**src/rtl/in_port_arbiter_if.sv**
```systemverilog
// -----------------------------------------------------------------------------
// in_port_arbiter_if
// Bundles the requester handshake and the processor-facing inR3 port of the
// input-port arbiter into one connection.
//
// Parameters:
//   N_REQ      - number of requesters
//   DATA_WIDTH - byte width of each requester and of inR3
//
// Signals:
//   req_valid  - per-requester byte-offered flag           (requesters -> arbiter)
//   req_data   - packed bytes, requester i at [i*DATA_WIDTH +: DATA_WIDTH]
//   req_ready  - one-hot grant/accept                      (arbiter -> requesters)
//   rd_strobe  - one-cycle pulse, processor consumed inR3  (processor -> arbiter)
//   inR3       - captured byte                             (arbiter -> processor)
//   inR3_valid - inR3 holds an unconsumed byte
//   grant_id   - index of requester whose byte is on inR3
//   dropped    - one-cycle pulse when an unread byte is dropped on timeout
//
// Modports:
//   slave  - arbiter side
//   master - environment side (requesters + processor)
// -----------------------------------------------------------------------------
interface in_port_arbiter_if #(
    parameter int N_REQ      = 4,
    parameter int DATA_WIDTH = 8
);
    localparam int ID_W = $clog2(N_REQ);

    logic [N_REQ-1:0]            req_valid;
    logic [N_REQ*DATA_WIDTH-1:0] req_data;
    logic [N_REQ-1:0]            req_ready;
    logic                        rd_strobe;
    logic [DATA_WIDTH-1:0]       inR3;
    logic                        inR3_valid;
    logic [ID_W-1:0]             grant_id;
    logic                        dropped;

    modport slave (
        input  req_valid,
        input  req_data,
        input  rd_strobe,
        output req_ready,
        output inR3,
        output inR3_valid,
        output grant_id,
        output dropped
    );

    modport master (
        output req_valid,
        output req_data,
        output rd_strobe,
        input  req_ready,
        input  inR3,
        input  inR3_valid,
        input  grant_id,
        input  dropped
    );
endinterface

```
**src/rtl/in_port_arbiter.sv**
```systemverilog
// -----------------------------------------------------------------------------
// in_port_arbiter
// Round-robin arbiter sharing the processor's single 8-bit input port (inR3)
// among N_REQ requesters. In IDLE one winner is granted combinationally; its
// byte is captured on the following edge and held on inR3 until the processor
// pulses rd_strobe, after which the arbiter returns to IDLE and re-arbitrates.
//
// Parameters:
//   N_REQ       - number of requesters (2..8)
//   DATA_WIDTH  - byte width
//   TIMEOUT_CYC - HOLD cycles before an unread byte is dropped
//
// Ports:
//   clk   - system clock, rising edge
//   Reset - asynchronous, active-high reset
//   bus   - in_port_arbiter_if.slave (requester handshake + inR3 port)
//
// Optional feature macro: IN_ARB_TIMEOUT_EN
//   Defined     : an unread byte is dropped after TIMEOUT_CYC HOLD cycles,
//                 with a one-cycle 'dropped' pulse.
//   Not defined : HOLD persists until rd_strobe, 'dropped' is tied low.
// -----------------------------------------------------------------------------
module in_port_arbiter #(
    parameter int N_REQ       = 4,
    parameter int DATA_WIDTH  = 8,
    parameter int TIMEOUT_CYC = 16
) (
    input  logic               clk,
    input  logic               Reset,
    in_port_arbiter_if.slave   bus
);

    localparam int ID_W = $clog2(N_REQ);

    typedef enum logic [0:0] {
        ST_IDLE = 1'b0,
        ST_HOLD = 1'b1
    } state_t;

    state_t                r_state;
    state_t                w_state_nxt;

    logic [ID_W-1:0]       r_ptr;
    logic [ID_W-1:0]       r_grant_id;
    logic [DATA_WIDTH-1:0] r_inR3;
    logic                  r_inR3_valid;

    logic [ID_W:0]         w_sum;
    logic [ID_W:0]         w_cand;
    logic                  w_hit;
    logic                  w_found;
    logic [ID_W-1:0]       w_winner;
    logic [ID_W-1:0]       w_ptr_nxt;
    logic [DATA_WIDTH-1:0] w_win_data;
    logic [N_REQ-1:0]      w_req_ready;
    logic                  w_take;
    logic                  w_read;
    logic                  w_drop;

    // Round-robin search: first valid requester starting at r_ptr, wrapping mod N_REQ.
    always_comb begin
        w_sum    = '0;
        w_cand   = '0;
        w_hit    = 1'b0;
        w_found  = 1'b0;
        w_winner = '0;
        for (int k = 0; k < N_REQ; k++) begin
            w_sum    = {1'b0, r_ptr} + (ID_W+1)'(k);
            // Sum never exceeds 2*N_REQ-2, so one subtraction is enough to wrap.
            w_cand   = (w_sum >= (ID_W+1)'(N_REQ)) ? (w_sum - (ID_W+1)'(N_REQ)) : w_sum;
            w_hit    = !w_found && bus.req_valid[w_cand[ID_W-1:0]];
            w_winner = w_hit ? w_cand[ID_W-1:0] : w_winner;
            w_found  = w_found | w_hit;
        end
    end

    // Byte mux selecting the winner's lane of the packed request data.
    always_comb begin
        w_win_data = '0;
        for (int i = 0; i < N_REQ; i++) begin
            w_win_data = (w_winner == ID_W'(i)) ? bus.req_data[i*DATA_WIDTH +: DATA_WIDTH]
                                                : w_win_data;
        end
    end

    // Pointer moves to the requester just after the winner.
    always_comb begin
        w_ptr_nxt = (w_winner == ID_W'(N_REQ-1)) ? '0 : (w_winner + ID_W'(1));
    end

`ifdef IN_ARB_TIMEOUT_EN
    localparam int TMO_W = (TIMEOUT_CYC > 1) ? $clog2(TIMEOUT_CYC) : 1;

    logic [TMO_W-1:0] r_tmo_cnt;
    logic             r_dropped;
`else
    // Timeout depth has no effect when the timeout feature is not built in.
    logic w_unused_cfg;
    assign w_unused_cfg = (TIMEOUT_CYC > 0);
`endif

    // Next-state and handshake decode.
    always_comb begin
        w_state_nxt = r_state;
        w_req_ready = '0;
        w_take      = 1'b0;
        w_read      = 1'b0;
        w_drop      = 1'b0;
        case (r_state)
            ST_IDLE: begin
                // rd_strobe is deliberately ignored here.
                if (w_found) begin
                    w_req_ready = {{(N_REQ-1){1'b0}}, 1'b1} << w_winner;
                    w_take      = 1'b1;
                    w_state_nxt = ST_HOLD;
                end else begin
                    w_state_nxt = ST_IDLE;
                end
            end
            ST_HOLD: begin
                // A read in the final timeout cycle takes precedence over the drop.
                if (bus.rd_strobe) begin
                    w_read      = 1'b1;
                    w_state_nxt = ST_IDLE;
                end
`ifdef IN_ARB_TIMEOUT_EN
                else if (r_tmo_cnt == TMO_W'(TIMEOUT_CYC-1)) begin
                    w_drop      = 1'b1;
                    w_state_nxt = ST_IDLE;
                end
`endif
                else begin
                    w_state_nxt = ST_HOLD;
                end
            end
            default: begin
                w_state_nxt = ST_IDLE;
            end
        endcase
    end

    // State register and the registered inR3 datapath.
    always_ff @(posedge clk or posedge Reset) begin
        if (Reset) begin
            r_state      <= ST_IDLE;
            r_ptr        <= '0;
            r_grant_id   <= '0;
            r_inR3       <= '0;
            r_inR3_valid <= 1'b0;
        end else begin
            r_state <= w_state_nxt;
            if (w_take) begin
                r_inR3       <= w_win_data;
                r_grant_id   <= w_winner;
                r_inR3_valid <= 1'b1;
                r_ptr        <= w_ptr_nxt;
            end else if (w_read || w_drop) begin
                // inR3 and grant_id keep the last captured byte and its source.
                r_inR3_valid <= 1'b0;
            end else begin
                r_inR3_valid <= r_inR3_valid;
            end
        end
    end

`ifdef IN_ARB_TIMEOUT_EN
    // HOLD-cycle counter and the one-cycle drop pulse.
    always_ff @(posedge clk or posedge Reset) begin
        if (Reset) begin
            r_tmo_cnt <= '0;
            r_dropped <= 1'b0;
        end else begin
            r_dropped <= w_drop;
            if (w_take) begin
                r_tmo_cnt <= '0;
            end else if ((r_state == ST_HOLD) && !bus.rd_strobe && !w_drop) begin
                r_tmo_cnt <= r_tmo_cnt + TMO_W'(1);
            end else begin
                r_tmo_cnt <= r_tmo_cnt;
            end
        end
    end

    assign bus.dropped = r_dropped;
`else
    assign bus.dropped = 1'b0;
`endif

    assign bus.req_ready  = w_req_ready;
    assign bus.inR3       = r_inR3;
    assign bus.inR3_valid = r_inR3_valid;
    assign bus.grant_id   = r_grant_id;

endmodule

```
**src/flat_wrapper.sv**
```systemverilog
// flat-port wrapper written by rule: the top's interface ports become plain ports
module in_port_arbiter_flat 
#(
    parameter int N_REQ       = 4,
    parameter int DATA_WIDTH  = 8,
    parameter int TIMEOUT_CYC = 16
)
  (clk, Reset, bus_req_valid, bus_req_data, bus_rd_strobe, bus_req_ready, bus_inR3, bus_inR3_valid, bus_grant_id, bus_dropped);
  in_port_arbiter_if #(.N_REQ(N_REQ), .DATA_WIDTH(DATA_WIDTH)) bus_i ();
  input  logic clk;
  input  logic Reset;
  input wire logic [$bits(bus_i.req_valid)-1:0] bus_req_valid;
  input wire logic [$bits(bus_i.req_data)-1:0] bus_req_data;
  input wire logic [$bits(bus_i.rd_strobe)-1:0] bus_rd_strobe;
  output wire logic [$bits(bus_i.req_ready)-1:0] bus_req_ready;
  output wire logic [$bits(bus_i.inR3)-1:0] bus_inR3;
  output wire logic [$bits(bus_i.inR3_valid)-1:0] bus_inR3_valid;
  output wire logic [$bits(bus_i.grant_id)-1:0] bus_grant_id;
  output wire logic [$bits(bus_i.dropped)-1:0] bus_dropped;
  assign bus_i.req_valid = bus_req_valid;
  assign bus_i.req_data = bus_req_data;
  assign bus_i.rd_strobe = bus_rd_strobe;
  assign bus_req_ready = bus_i.req_ready;
  assign bus_inR3 = bus_i.inR3;
  assign bus_inR3_valid = bus_i.inR3_valid;
  assign bus_grant_id = bus_i.grant_id;
  assign bus_dropped = bus_i.dropped;
  in_port_arbiter #(.N_REQ(N_REQ), .DATA_WIDTH(DATA_WIDTH), .TIMEOUT_CYC(TIMEOUT_CYC)) u_core (.clk(clk), .Reset(Reset), .bus(bus_i));
endmodule
```
**config.mk**
```make
export PLATFORM = sky130hd
export DESIGN_NAME = in_port_arbiter_flat
export DESIGN_NICKNAME = d
export VERILOG_FILES = /design/src/rtl/in_port_arbiter_if.sv /design/src/rtl/in_port_arbiter.sv /design/src/flat_wrapper.sv
export SDC_FILE = /design/constraint.sdc
export NUM_CORES = 1
export LEC_CHECK = 0
export CAP_MARGIN = 15
export CORE_ASPECT_RATIO = 1.1
export CORE_UTILIZATION = 55
export CTS_BUF_LIST = sky130_fd_sc_hd__clkbuf_16
export DETAILED_ROUTE_END_ITERATION = 7
export DONT_BUFFER_PORTS = 1
export HOLD_SLACK_MARGIN = 0.05
export PLACE_DENSITY = 0.73
export SYNTH_ARGS = -nofsm -noshare
export SYNTH_HDL_FRONTEND = slang
export SYNTH_SLANG_ARGS = --single-unit
```
**constraint.sdc**
```tcl
create_clock -name clk -period 2 [get_ports clk]
set_input_delay 0.3 -clock clk [delete_from_list [all_inputs] [get_ports clk]]
set_output_delay 0.3 -clock clk [all_outputs]
set_load 0.01 [all_outputs]
```
# After elaboration in Yosys (flattened, before gate mapping)
# Cells that the tools add are included.
[classes]
add_sub_neg = 8
order_cmp = 8
eq_ne = 3
shifts = 1
mux = 31
n_bitwise = 4
reduce_logical = 8
[ops]
columns = ["cell", "count"]
rows = [
  ["8-bit two-way mux", 4],
  ["2-bit two-way mux", 9],
  ["2-bit by 3-bit less-than comparator with 1-bit output, second input constant", 4],
  ["1-bit two-way mux", 11],
  ["3-bit >= comparator, second input constant", 3],
  ["1-bit binary-select mux with 2-bit select", 4],
  ["4-bit two-way mux", 2],
  ["2-bit by 1-bit subtractor with 2-bit output, second input constant", 4],
  ["2-bit by 2-bit adder with 3-bit output, second input constant", 2],
  ["2-bit equality test, second input constant", 2],
  ["1-bit by 2-bit left shift with 4-bit output, first input constant", 1],
  ["2-bit by 1-bit adder with 3-bit output, second input constant", 1],
  ["2-bit by 3-bit >= comparator with 1-bit output, second input constant", 1],
  ["1-bit logical AND", 3],
  ["1-bit zero test", 3],
  ["1-bit bitwise OR", 3],
  ["2-bit by 1-bit adder with 2-bit output, second input constant", 1],
  ["2-bit by 1-bit equality test with 1-bit output, second input constant", 1],
  ["2-bit zero test", 1],
  ["1-bit case mux with 2 select lines", 1],
  ["2-bit nonzero test", 1],
  ["1-bit NOT", 1],
]
[totals]
register_bits = 14
in_bits = 39
output_inout_bits = 16

# Longest topological paths before layout
# Gate-level depths: netlist of run 1.
[depth]
depth_word = 18
depth_mapped = 9

# Least setup slack after synthesis of run 1
# Ideal clock, no wire load.
[synth_path]
kind = "reg2reg"
start = "register u_core.r_ptr[1]"
end = "register u_core.r_inR3[6] (netlist: u_core.bus.inR3[6])"
setup_ps = 79
arrival_time_ps = 2059
required_time_ps = 1921
slack_ps = -138
path_stages_with_launch = 9
path_buffers = 2
synth_period_minus_slack_ps = 2138
path_cell_list = "dfrtp_1 mux2i_1 nor2_1 or3_2 ha_1 buf_2 buf_2 a221o_1 a2bb2oi_1"
[synth_between]
elab_chain_cells = 18
[synth_rtl]
columns = ["element", "line", "text"]
rows = [
  ["start: declaration", "in_port_arbiter.sv:43", "logic [ID_W-1:0] r_ptr;"],
  ["start signal: assignment", "in_port_arbiter.sv:156", "r_ptr <= w_ptr_nxt;"],
  ["2-bit by 1-bit adder with 3-bit output, or another cell as far along", "in_port_arbiter.sv:68", "w_sum = {1'b0, r_ptr} + (ID_W+1)'(k);"],
  ["3-bit >= comparator, or another cell as far along", "in_port_arbiter.sv:70", "w_cand = (w_sum >= (ID_W+1)'(N_REQ)) ? (w_sum - (ID_W+1)'(N_REQ)) : w_sum;"],
  ["2-bit two-way mux or 1-bit binary-select mux with 2-bit select (tied branches)", "in_port_arbiter.sv:70, in_port_arbiter.sv:71", ""],
  ["1-bit binary-select mux with 2-bit select or 1-bit two-way mux (tied branches)", "in_port_arbiter.sv:71", "w_hit = !w_found && bus.req_valid[w_cand[ID_W-1:0]];"],
  ["1-bit two-way mux (not written as such) or 1-bit zero test (tied branches)", "in_port_arbiter.sv:71", ""],
  ["1-bit logical AND", "in_port_arbiter.sv:71", ""],
  ["1-bit bitwise OR", "in_port_arbiter.sv:73", "w_found = w_found | w_hit;"],
  ["1-bit zero test", "in_port_arbiter.sv:71", ""],
  ["1-bit logical AND", "in_port_arbiter.sv:71", ""],
  ["1-bit bitwise OR", "in_port_arbiter.sv:73", ""],
  ["1-bit zero test", "in_port_arbiter.sv:71", ""],
  ["1-bit logical AND", "in_port_arbiter.sv:71", ""],
  ["2-bit two-way mux", "in_port_arbiter.sv:72", "w_winner = w_hit ? w_cand[ID_W-1:0] : w_winner;"],
  ["2-bit zero test", "in_port_arbiter.sv:81", "w_win_data = (w_winner == ID_W'(i)) ? bus.req_data[i*DATA_WIDTH +: DATA_WIDTH]"],
  ["8-bit two-way mux (4 in a row)", "in_port_arbiter.sv:81", ""],
  ["end signal: assignment", "in_port_arbiter.sv:153", "r_inR3 <= w_win_data;"],
  ["end: declaration", "in_port_arbiter.sv:45", "logic [DATA_WIDTH-1:0] r_inR3;"],
]
# Several ways; a longest one is shown, not always the timed one. The select of a mux whose other input is x is not followed.
# A chain may end at the register's enable or synchronous reset.

# Worst setup path in the final report of run 1
[layout_path]
start = "register u_core.r_ptr[1]"
end = "output port bus_req_ready[2]"
[layout_between]
elab_chain_cells = 16
[layout_rtl]
columns = ["element", "line", "text"]
rows = [
  ["2-bit by 1-bit adder with 3-bit output, or another cell as far along", "in_port_arbiter.sv:68", ""],
  ["3-bit >= comparator, or another cell as far along", "in_port_arbiter.sv:70", ""],
  ["2-bit two-way mux or 1-bit binary-select mux with 2-bit select (tied branches)", "in_port_arbiter.sv:70, in_port_arbiter.sv:71", ""],
  ["1-bit binary-select mux with 2-bit select or 1-bit two-way mux (tied branches)", "in_port_arbiter.sv:71", ""],
  ["1-bit two-way mux (not written as such) or 1-bit zero test (tied branches)", "in_port_arbiter.sv:71", ""],
  ["1-bit logical AND", "in_port_arbiter.sv:71", ""],
  ["1-bit bitwise OR", "in_port_arbiter.sv:73", ""],
  ["1-bit zero test", "in_port_arbiter.sv:71", ""],
  ["1-bit logical AND", "in_port_arbiter.sv:71", ""],
  ["1-bit bitwise OR", "in_port_arbiter.sv:73", ""],
  ["1-bit zero test", "in_port_arbiter.sv:71", ""],
  ["1-bit logical AND", "in_port_arbiter.sv:71", ""],
  ["2-bit two-way mux", "in_port_arbiter.sv:72", ""],
  ["1-bit by 2-bit left shift with 4-bit output", "in_port_arbiter.sv:113", "w_req_ready = {{(N_REQ-1){1'b0}}, 1'b1} << w_winner;"],
  ["4-bit two-way mux *", "in_port_arbiter.sv:112", "if (w_found) begin"],
  ["4-bit two-way mux *", "in_port_arbiter.sv:109", "case (r_state)"],
  ["end: declaration", "flat_wrapper.sv:15", "output wire logic [$bits(bus_i.req_ready)-1:0] bus_req_ready;"],
]
# Every way passes the cells marked *; elsewhere a longest branch is shown, timed or not. The select of a mux whose other input is x is not followed.

==> results of run 1 <==
## path summary, 6_finish.rpt
kind,endpoint,start
min,u_core.r_state,bus_rd_strobe
max reg2reg,u_core.bus.inR3[7],u_core.r_ptr[1]
max,bus_req_ready[2],u_core.r_ptr[1]
max in group asynchronous,u_core.bus.inR3[2],Reset
min in group asynchronous,u_core.bus.grant_id[0],Reset
min reg2reg,u_core.bus.inR3_valid,u_core.bus.inR3_valid
## cell usage in the layout (no fill, tap or decap), drive strengths merged, types with 2 or more instances in the layout
cell type / netlist / final
a211oi: 8 / 8
a21oi: 10 / 10
a221o: 8 / 8
a2bb2oi: 8 / 8
and2: 4 / 4
buf: 7 / 23
clkbuf: 3 / 3
dfrtp: 14 / 14
ha: 4 / 4
inv: 10 / 10
mux2i: 2 / 2
nand2: 2 / 2
nand2b: 2 / 2
nand3b: 8 / 8
nor2: 3 / 3
o21ai: 2 / 2
or3: 2 / 2
## metrics by stage
stage          hold slack (ns)  utilization [%]  power (mW)  std cells    TNS, ns
2_1_floorplan           0.1892                -      0.9819        109  -0.007271
3_3_place_gp            0.2634            65.00       1.105        127    -0.5028
3_5_place_dp            0.2654            65.00       1.138        127     -1.642
4_1_cts                 0.1481            79.92       1.729        141    -0.3887
5_1_grt                 0.1701            82.27       1.902        144     -1.901
6_report                0.1468            82.27       1.822        144    -0.8818
## synth_stat cells, drive strengths merged (2+ instances only)
cell	instances	area share, %
a211oi	8	5.9
a21oi	10	4.9
a221o	8	7.9
a2bb2oi	8	6.9
and2	4	2.5
buf	7	3.6
clkbuf	3	1.1
dfrtp	14	35
ha	4	4.9
inv	10	3.7
mux2i	2	2.0
nand2	2	0.74
nand2b	2	1.2
nand3b	8	5.9
nor2	3	1.4
o21ai	2	0.99
or3	2	1.4
## worst max-delay path, cell delays in order, from the launching register on
cell,delay (ns)
dfrtp_1,0.41
mux2i_1,0.26
nor2_2,0.07
or3_4,0.41
ha_4,0.19
buf_6,0.12
and2_4,0.14
## final cells by class
class | instances | area (µm²) | area share [%]
Clock buffer | 3 | 75.07 | 5.525
Clock inverter | 1 | 3.754 | 0.2762
Inverter | 10 | 37.54 | 2.762
Multi-Input combinational cell | 75 | 668.1 | 49.17
Sequential cell | 14 | 350.3 | 25.78
Tap cell | 17 | 21.27 | 1.565
Timing Repair Buffer | 24 | 202.7 | 14.92
## cell families (layout without fill, tap and decap cells)
kind of cell	count (synthesis)	in the layout	share of synthesized area, %
adder cells (fa/ha/maj)	4	4	4.938
other	1	1	0.3700
AO/OA/AOI/OAI	41	41	30.87
buffers and inverters	20	38	8.395
flip-flops	14	14	34.57
AND/OR/NAND/NOR	26	26	17.78
multiplexers	3	3	3.086
## where the power goes
group / total, mW / switching, mW / internal [mW]
Combinational: 0.915 / 0.407 / 0.508
Clock: 0.390 / 0.125 / 0.265
Sequential: 0.517 / 0.129 / 0.388
## sequential cells by signal, summed over array words and instances, names as in the netlist
| signal | flops |
|---|---|
| u_core.r_ptr | 2 |
| u_core.bus.inR3_valid | 1 |
| u_core.bus.inR3 | 8 |
| u_core.bus.grant_id | 2 |
| u_core.r_state | 1 |
## per-layer routing
layer,GRT usage [%],up-vias
li1,-,444
met1,36.75,487
met2,50.91,59
met3,7.692,9
met4,13.33,0
met5,0,-
## timing repair
item | 4_1_cts | 5_1_grt
setup endpoints to repair | 12 | 12
pin swaps | 13 | 4
hold endpoints to repair | 14 | 0
buffers inserted | 9 | 3
resized for setup | 17 | 3
hold buffers | 1 | 0
==> metrics.md, run 1 <==
| Metric | Value |
|---|---|
| Core region area | `1652 µm²` |
| Number of antenna violations at the first check in global routing | `0` |
| EDFF count, synth | `0` |
| Register-to-Register Path Depth | `8` |
| Detail Route met3 WL | `252 µm` |
| Routability Congestion | `0.8056` |
| Number of buffers added by the clock tree synthesis step | `3` |
| Area of the mapped netlist | `between 1000 and 1500 µm²` |
| Vias in the first global route | `914` |
| Min setup slack post-route | `-0.1453 ns` |
| Synthesized net count | `about 150` |
| Final setup vio count | `11` |
| Sequential-to-total area share from yosys stat | `~35%` |
| Count of endpoints failing hold in the final timing report | `0` |
| Crit path capture type | `output port` |
| Metal-1 WL | `around 1200 µm` |
| Mean instance size in the synthesized netlist | `between 9 and 10 µm²` |
| Flip-flop and latch count after synthesis | `14` |
| Peak supply drop | `a little under 0.0009 V` |
| Post-placement worst setup slack | `-0.2114 ns` |
| Nature of the critical path startpoint | `flop` |
| Filler cells | `110` |
| Power density over the cells | `approximately 1300 nW/µm²` |
| Area growth, synth to finish | `34.07%` |
| Clock tree from TritonCTS | `yes` |
| Type of the worst setup path | `reg2out` |
| Number of distinct standard cells referenced by the synthesized netlist | `33` |
| Tot GR Track Use | `approximately 30%` |
| Horizontal die dimension | `42.93 µm` |
| Leading register cell type out of synthesis | `dfrtp_1` |
| Number of nets in the final layout | `~170` |
| Average via count per standard cell | `slightly below 7` |
| Max_cap viols | `0` |
| Die area | `between 2000 and 2500 µm²` |
| Setup repair after global routing missed its margin | `true` |
| Post-place instance area | `1074 µm²` |
| Count of mapped cells out of synthesis | `109` |
| Count of pins over their slew limit | `0` |
| DRC violation total after the first TritonRoute iteration | `33` |
| Clock-pin slew of the registers on the worst-case setup and hold paths | `~0.050 ns` |
| Die height | `around 47 µm` |
| Maximum fanout count along the critical path | `5` |
| Ports placed on the boundary | `55` |
| Inserted Diodes | `0` |
| Post-layout minimum cycle time | `around 2.1 ns` |
| Antenna-violating nets left | `0` |
| WP data arrival | `approximately 1.9 ns` |
| Dpl hpwl | `between 1500 and 2000 µm` |
| Effective utilization at floorplan | `between 60 and 70%` |
| Final Routed Wirelength | `3109 µm` |
| Depth of the worst hold-timing path | `1` |
| Static Leak | `just under 0.6 nW` |
| Highest attainable clock frequency | `approximately 470 MHz` |
| Period utilization | `107.3%` |
| Failing checks | `negative setup slack` |
| Number of buffers inserted by port buffering | `0` |
| Worst setup slack for register-to-register paths | `-0.12 ns` |
| Number of iterations in the first detailed-routing pass | `4` |
| Routed wirelength normalized by instance count | `21.59 µm` |
| Clock skew after layout | `0.004702 ns` |
| Library cell used as clock root buffer | `clkbuf_16` |
| Grt ovf | `0` |
| Uppermost layer routed | `met4` |
| Clock tree buffer depth | `2` |
| Hold WC Path Type | `in2reg` |
| Worst slew margin relative to its limit | `61.25%` |
| Detailed-routed wire length on met2 | `between 1500 and 2000 µm` |
| Fraction of final layout cells sized beyond drive strength 1 | `between 30% and 40%` |
| Final routed DRC violation total | `0` |
| Post-route cell area | `around 1400 µm²` |
| FFs w/ async S/R, synth | `100.0%` |
| Tightest Pin Transition | `roughly 0.58 ns` |
| Wire length of the first global-routing pass | `roughly 4300 µm` |
| Result of the run | `finished, violations left` |
| Total vias in the final route | `~1000` |
| H-tree lvl count | `1` |
| Synth Warn # | `0` |
| Maximum number of pins on one net before global-route repair | `18` |
| Standard-cell row count | `15` |
| Clock sink count | `14` |
| Worst-Skew Late Latency | `roughly 0.25 ns` |
| Worst Path Required | `approximately 1.7 ns` |
Power figures use the tool's default switching activity.
==> run 2, diff against run 1 <==
--- a/config.mk
+++ b/config.mk
@@ -12,7 +12,7 @@
 export DETAILED_ROUTE_END_ITERATION = 7
 export DONT_BUFFER_PORTS = 1
 export HOLD_SLACK_MARGIN = 0.05
-export PLACE_DENSITY = 0.73
+export PLACE_DENSITY = 0.7
 export SYNTH_ARGS = -nofsm -noshare
 export SYNTH_HDL_FRONTEND = slang
 export SYNTH_SLANG_ARGS = --single-unit
==> constraint.sdc (replaced) <==
create_clock -name clk -period 2.1 [get_ports clk]
set_input_delay 0.315 -clock clk [delete_from_list [all_inputs] [get_ports clk]]
set_output_delay 0.315 -clock clk [all_outputs]
set_load 0.01 [all_outputs]
==> metrics.md, run 2 (synthesis results as in run 1) <==
| Metric | Value |
|---|---|
| Clock sink count | `14 (unchanged)` |
| Post-route cell area | `1214 µm² (-11%)` |
| Hold WC Path Type | `in2reg` |
| Register share of total power | `32.9% (+4.5 points)` |
| Number of iterations in the first detailed-routing pass | `4 (unchanged)` |
| Wire length of the first global-routing pass | `3670 µm (-15%)` |
| Non-filler cells in the finished layout | `132 (-8.3%)` |
| Highest attainable clock frequency | `478.2 MHz` |
| Grt ovf | `0 (unchanged)` |
| Tot GR Track Use | `25.12% (-4.9 points)` |
| Capturing point of the worst reg2reg path | `u_core.bus.inR3[2]` |
| Effective utilization at floorplan | `61.36% (unchanged)` |
| Crit path capture type | `output port` |
| Total net switching power | `520.6 µW (-21%)` |
| Combinational fraction of design power | `43.0% (-7.2 points)` |
| Total vias in the final route | `888 (-11%)` |
| Vias in the first global route | `818 (-11%)` |
| Number of buffers added by the clock tree synthesis step | `3 (unchanged)` |
| Top library cells by usage in the layout, fill and taps aside | `13 x dfrtp_1, 10 x inv_1, 10 x buf_4` |
| Gate family responsible for the most delay along the worst path | `simple AND/OR/NAND/NOR gates` |
| Post-placement worst setup slack | `-0.1570 ns (+0.05436 ns)` |
| Post-layout util | `73.48% (-8.8 points)` |
| Crit. Startpoint | `u_core.r_ptr[1]` |
| # placed instances | `126 (-0.79%)` |
| Standard-cell row count | `15 (unchanged)` |
| Inserted Diodes | `0 (unchanged)` |
| Share of total power in the clock network | `24.1% (+2.7 points)` |
| Period utilization | `between 90 and 100%` |
| Area growth, synth to finish | `19.75%` |
| Result of the run | `complete, no violations` |
| Library cell used as clock root buffer | `clkbuf_16` |
| Final Routed Wirelength | `2460 µm (-21%)` |
| Fraction of final layout cells sized beyond drive strength 1 | `26.09% (-9.3 points)` |
| Crit path buffers/inverters | `1 (unchanged)` |
| Die height | `47.02 µm (unchanged)` |
| Proportion of total power due to net switching | `34.86% (-1.4 points)` |
| Count of endpoints failing hold in the final timing report | `0 (unchanged)` |
| Average via count per standard cell | `6.727 (-3.0%)` |
| Register-to-Register Path Depth | `7 (-1)` |
| Worst-Skew Late Latency | `0.24 ns (about the same)` |
| Type of the worst setup path | `reg2out` |
| Hold path startpoint | `bus_rd_strobe` |
| Commonest non-fill, non-tap cell in the layout | `dfrtp_1` |
| Stages on the worst setup path | `6 (unchanged)` |
| Final setup vio count | `0 (-11)` |
| DRC violation total after the first TritonRoute iteration | `24 (-27%)` |
| Setup repair after global routing missed its margin | `true` |
| WP data arrival | `1.78 ns (-0.07 ns)` |
| Post-place instance area | `1066 µm² (-0.70%)` |
| Clock-pin slew of the registers on the worst-case setup and hold paths | `0.05 ns (about the same)` |
| Power density over the cells | `1231 nW/µm² (-8.2%)` |
| Worst setup slack for register-to-register paths | `0.12 ns (+0.24 ns)` |
| Peak supply drop | `0.0006863 V (-22%)` |
| Number of nets in the final layout | `159 (-7.0%)` |
| Filler cells | `129 (+17%)` |
| Timing endpoint of the critical path | `bus_req_ready[2]` |
| Min setup slack post-route | `0.008625 ns (+0.1540 ns)` |
| Clock tree buffer depth | `2 (unchanged)` |
| Number of antenna violations at the first check in global routing | `0 (unchanged)` |
| Clock tree from TritonCTS | `yes` |
| H-tree lvl count | `1 (unchanged)` |
| Min Hold Slack | `0.1726 ns (+0.02578 ns)` |
| Maximum fanout count along the critical path | `11 (+6)` |
| Critical path's largest stage delay | `0.39 ns (-0.02 ns)` |
| Number of flip-flops under the largest register name | `8 (unchanged)` |
| Internal power | `972.9 µW (-16%)` |
| Launch point of the worst reg-to-reg path | `u_core.r_ptr[1]` |
| Antenna-violating nets left | `0 (unchanged)` |
| Critical-path cell list | `mux2i_1 > nor2_1 > or3_4 > ha_2 > buf_6 > and2_4` |
| Nature of the critical path startpoint | `flop` |
| Number of buffers inserted by port buffering | `0 (unchanged)` |
| Horizontal die dimension | `42.93 µm (unchanged)` |
| Worst Path Required | `1.78 ns (+0.08 ns)` |
| Ports placed on the boundary | `55 (unchanged)` |
| Worst slew margin relative to its limit | `54.76% (-6.5 points)` |
| Maximum number of pins on one net before global-route repair | `18 (unchanged)` |
| Clock skew after layout | `0.003281 ns (-0.001421 ns)` |
| Static Leak | `0.5082 nW (-12%)` |
| Tightest Pin Transition | `0.6779 ns (+0.09725 ns)` |
| Count of pins over their slew limit | `0 (unchanged)` |
| Dpl hpwl | `1780 µm (-4.5%)` |
| Core region area | `1652 µm² (unchanged)` |
| Max_cap viols | `0 (unchanged)` |
| Final routed DRC violation total | `0 (unchanged)` |
| Routed wirelength normalized by instance count | `18.64 µm (-14%)` |
| Routability Congestion | `0.7504 (-6.9%)` |
| Slowest-stage cell, CP | `dfrtp_2` |
| Die area | `2019 µm² (unchanged)` |
| Post-layout minimum cycle time | `roughly 2.1 ns` |
[run 2: cell count changes in the layout (fill, tap and decap cells not counted), sizes merged]
cell  before  now
buf       23   11
[run 2: what timing repair did]
action / 4_1_cts / 5_1_grt
pin swaps: 1 / 2
setup endpoints to repair: 12 / 12
setup buffers: 0 / 1
hold buffers: 1 / 0
gates resized for setup: 8 / 5
hold endpoints to repair: 14 / 0
[run 2: area by class of cell]
class / count / area [µm²] / share of cell area, %
Sequential cell: 14 / 351.6 / 28.97
Multi-Input combinational cell: 75 / 628.1 / 51.75
Tap cell: 17 / 21.27 / 1.753
Inverter: 10 / 37.54 / 3.093
Timing Repair Buffer: 12 / 96.34 / 7.938
Clock inverter: 1 / 3.754 / 0.3093
Clock buffer: 3 / 75.07 / 6.186
[run 2: worst min-delay path by stage]
stage / endpoint / slack [ns] / cells after the start
2_1_floorplan: u_core.bus.grant_id[0] / 0.20 / 1
3_3_place_gp: u_core.bus.inR3_valid / 0.27 / 1
3_5_place_dp: u_core.bus.inR3_valid / 0.28 / 1
4_1_cts: u_core.r_state / 0.17 / 1
5_1_grt: u_core.r_state / 0.17 / 1
6_report: u_core.r_state / 0.17 / 1
[run 2: through the flow]
stage	setup TNS, ns	power, mW
after floorplan	0	0.9284
after global placement	0	1.047
after detailed placement	-0.5109	1.069
after CTS	-0.02048	1.462
after global routing	-0.1465	1.581
final	0	1.494
[run 2: power groups by stage]
stage,sequential (mW),combinational [mW],clock [mW]
after CTS,0.489,0.607,0.366
after global routing,0.505,0.700,0.375
after floorplan,0.470,0.458,0
after detailed placement,0.491,0.577,0
final,0.492,0.642,0.360
after global placement,0.487,0.560,0
[run 2: metal layers]
layer,global-route usage [%],routed length (µm)
met3,7.692,195
met4,9.091,17
met5,0,0
met1,31.81,1026
met2,41.52,1220
[run 2: worst reg2reg max path: cells and delay by family (launching register included)]
kind,cells,cell delay (ns)
AO/OA/AOI/OAI,2,0.50
adder cells (fa/ha/maj),1,0.20
buffers and inverters,1,0.15
flip-flops,1,0.39
multiplexers,1,0.19
AND/OR/NAND/NOR,2,0.47
==> run 3, diff against run 2 <==
--- a/config.mk
+++ b/config.mk
@@ -16,3 +16,4 @@
 export SYNTH_ARGS = -nofsm -noshare
 export SYNTH_HDL_FRONTEND = slang
 export SYNTH_SLANG_ARGS = --single-unit
+export TNS_END_PERCENT = 100
==> results of run 3 <==
The final DEF is identical to that of run 2; final timing and power are the same.
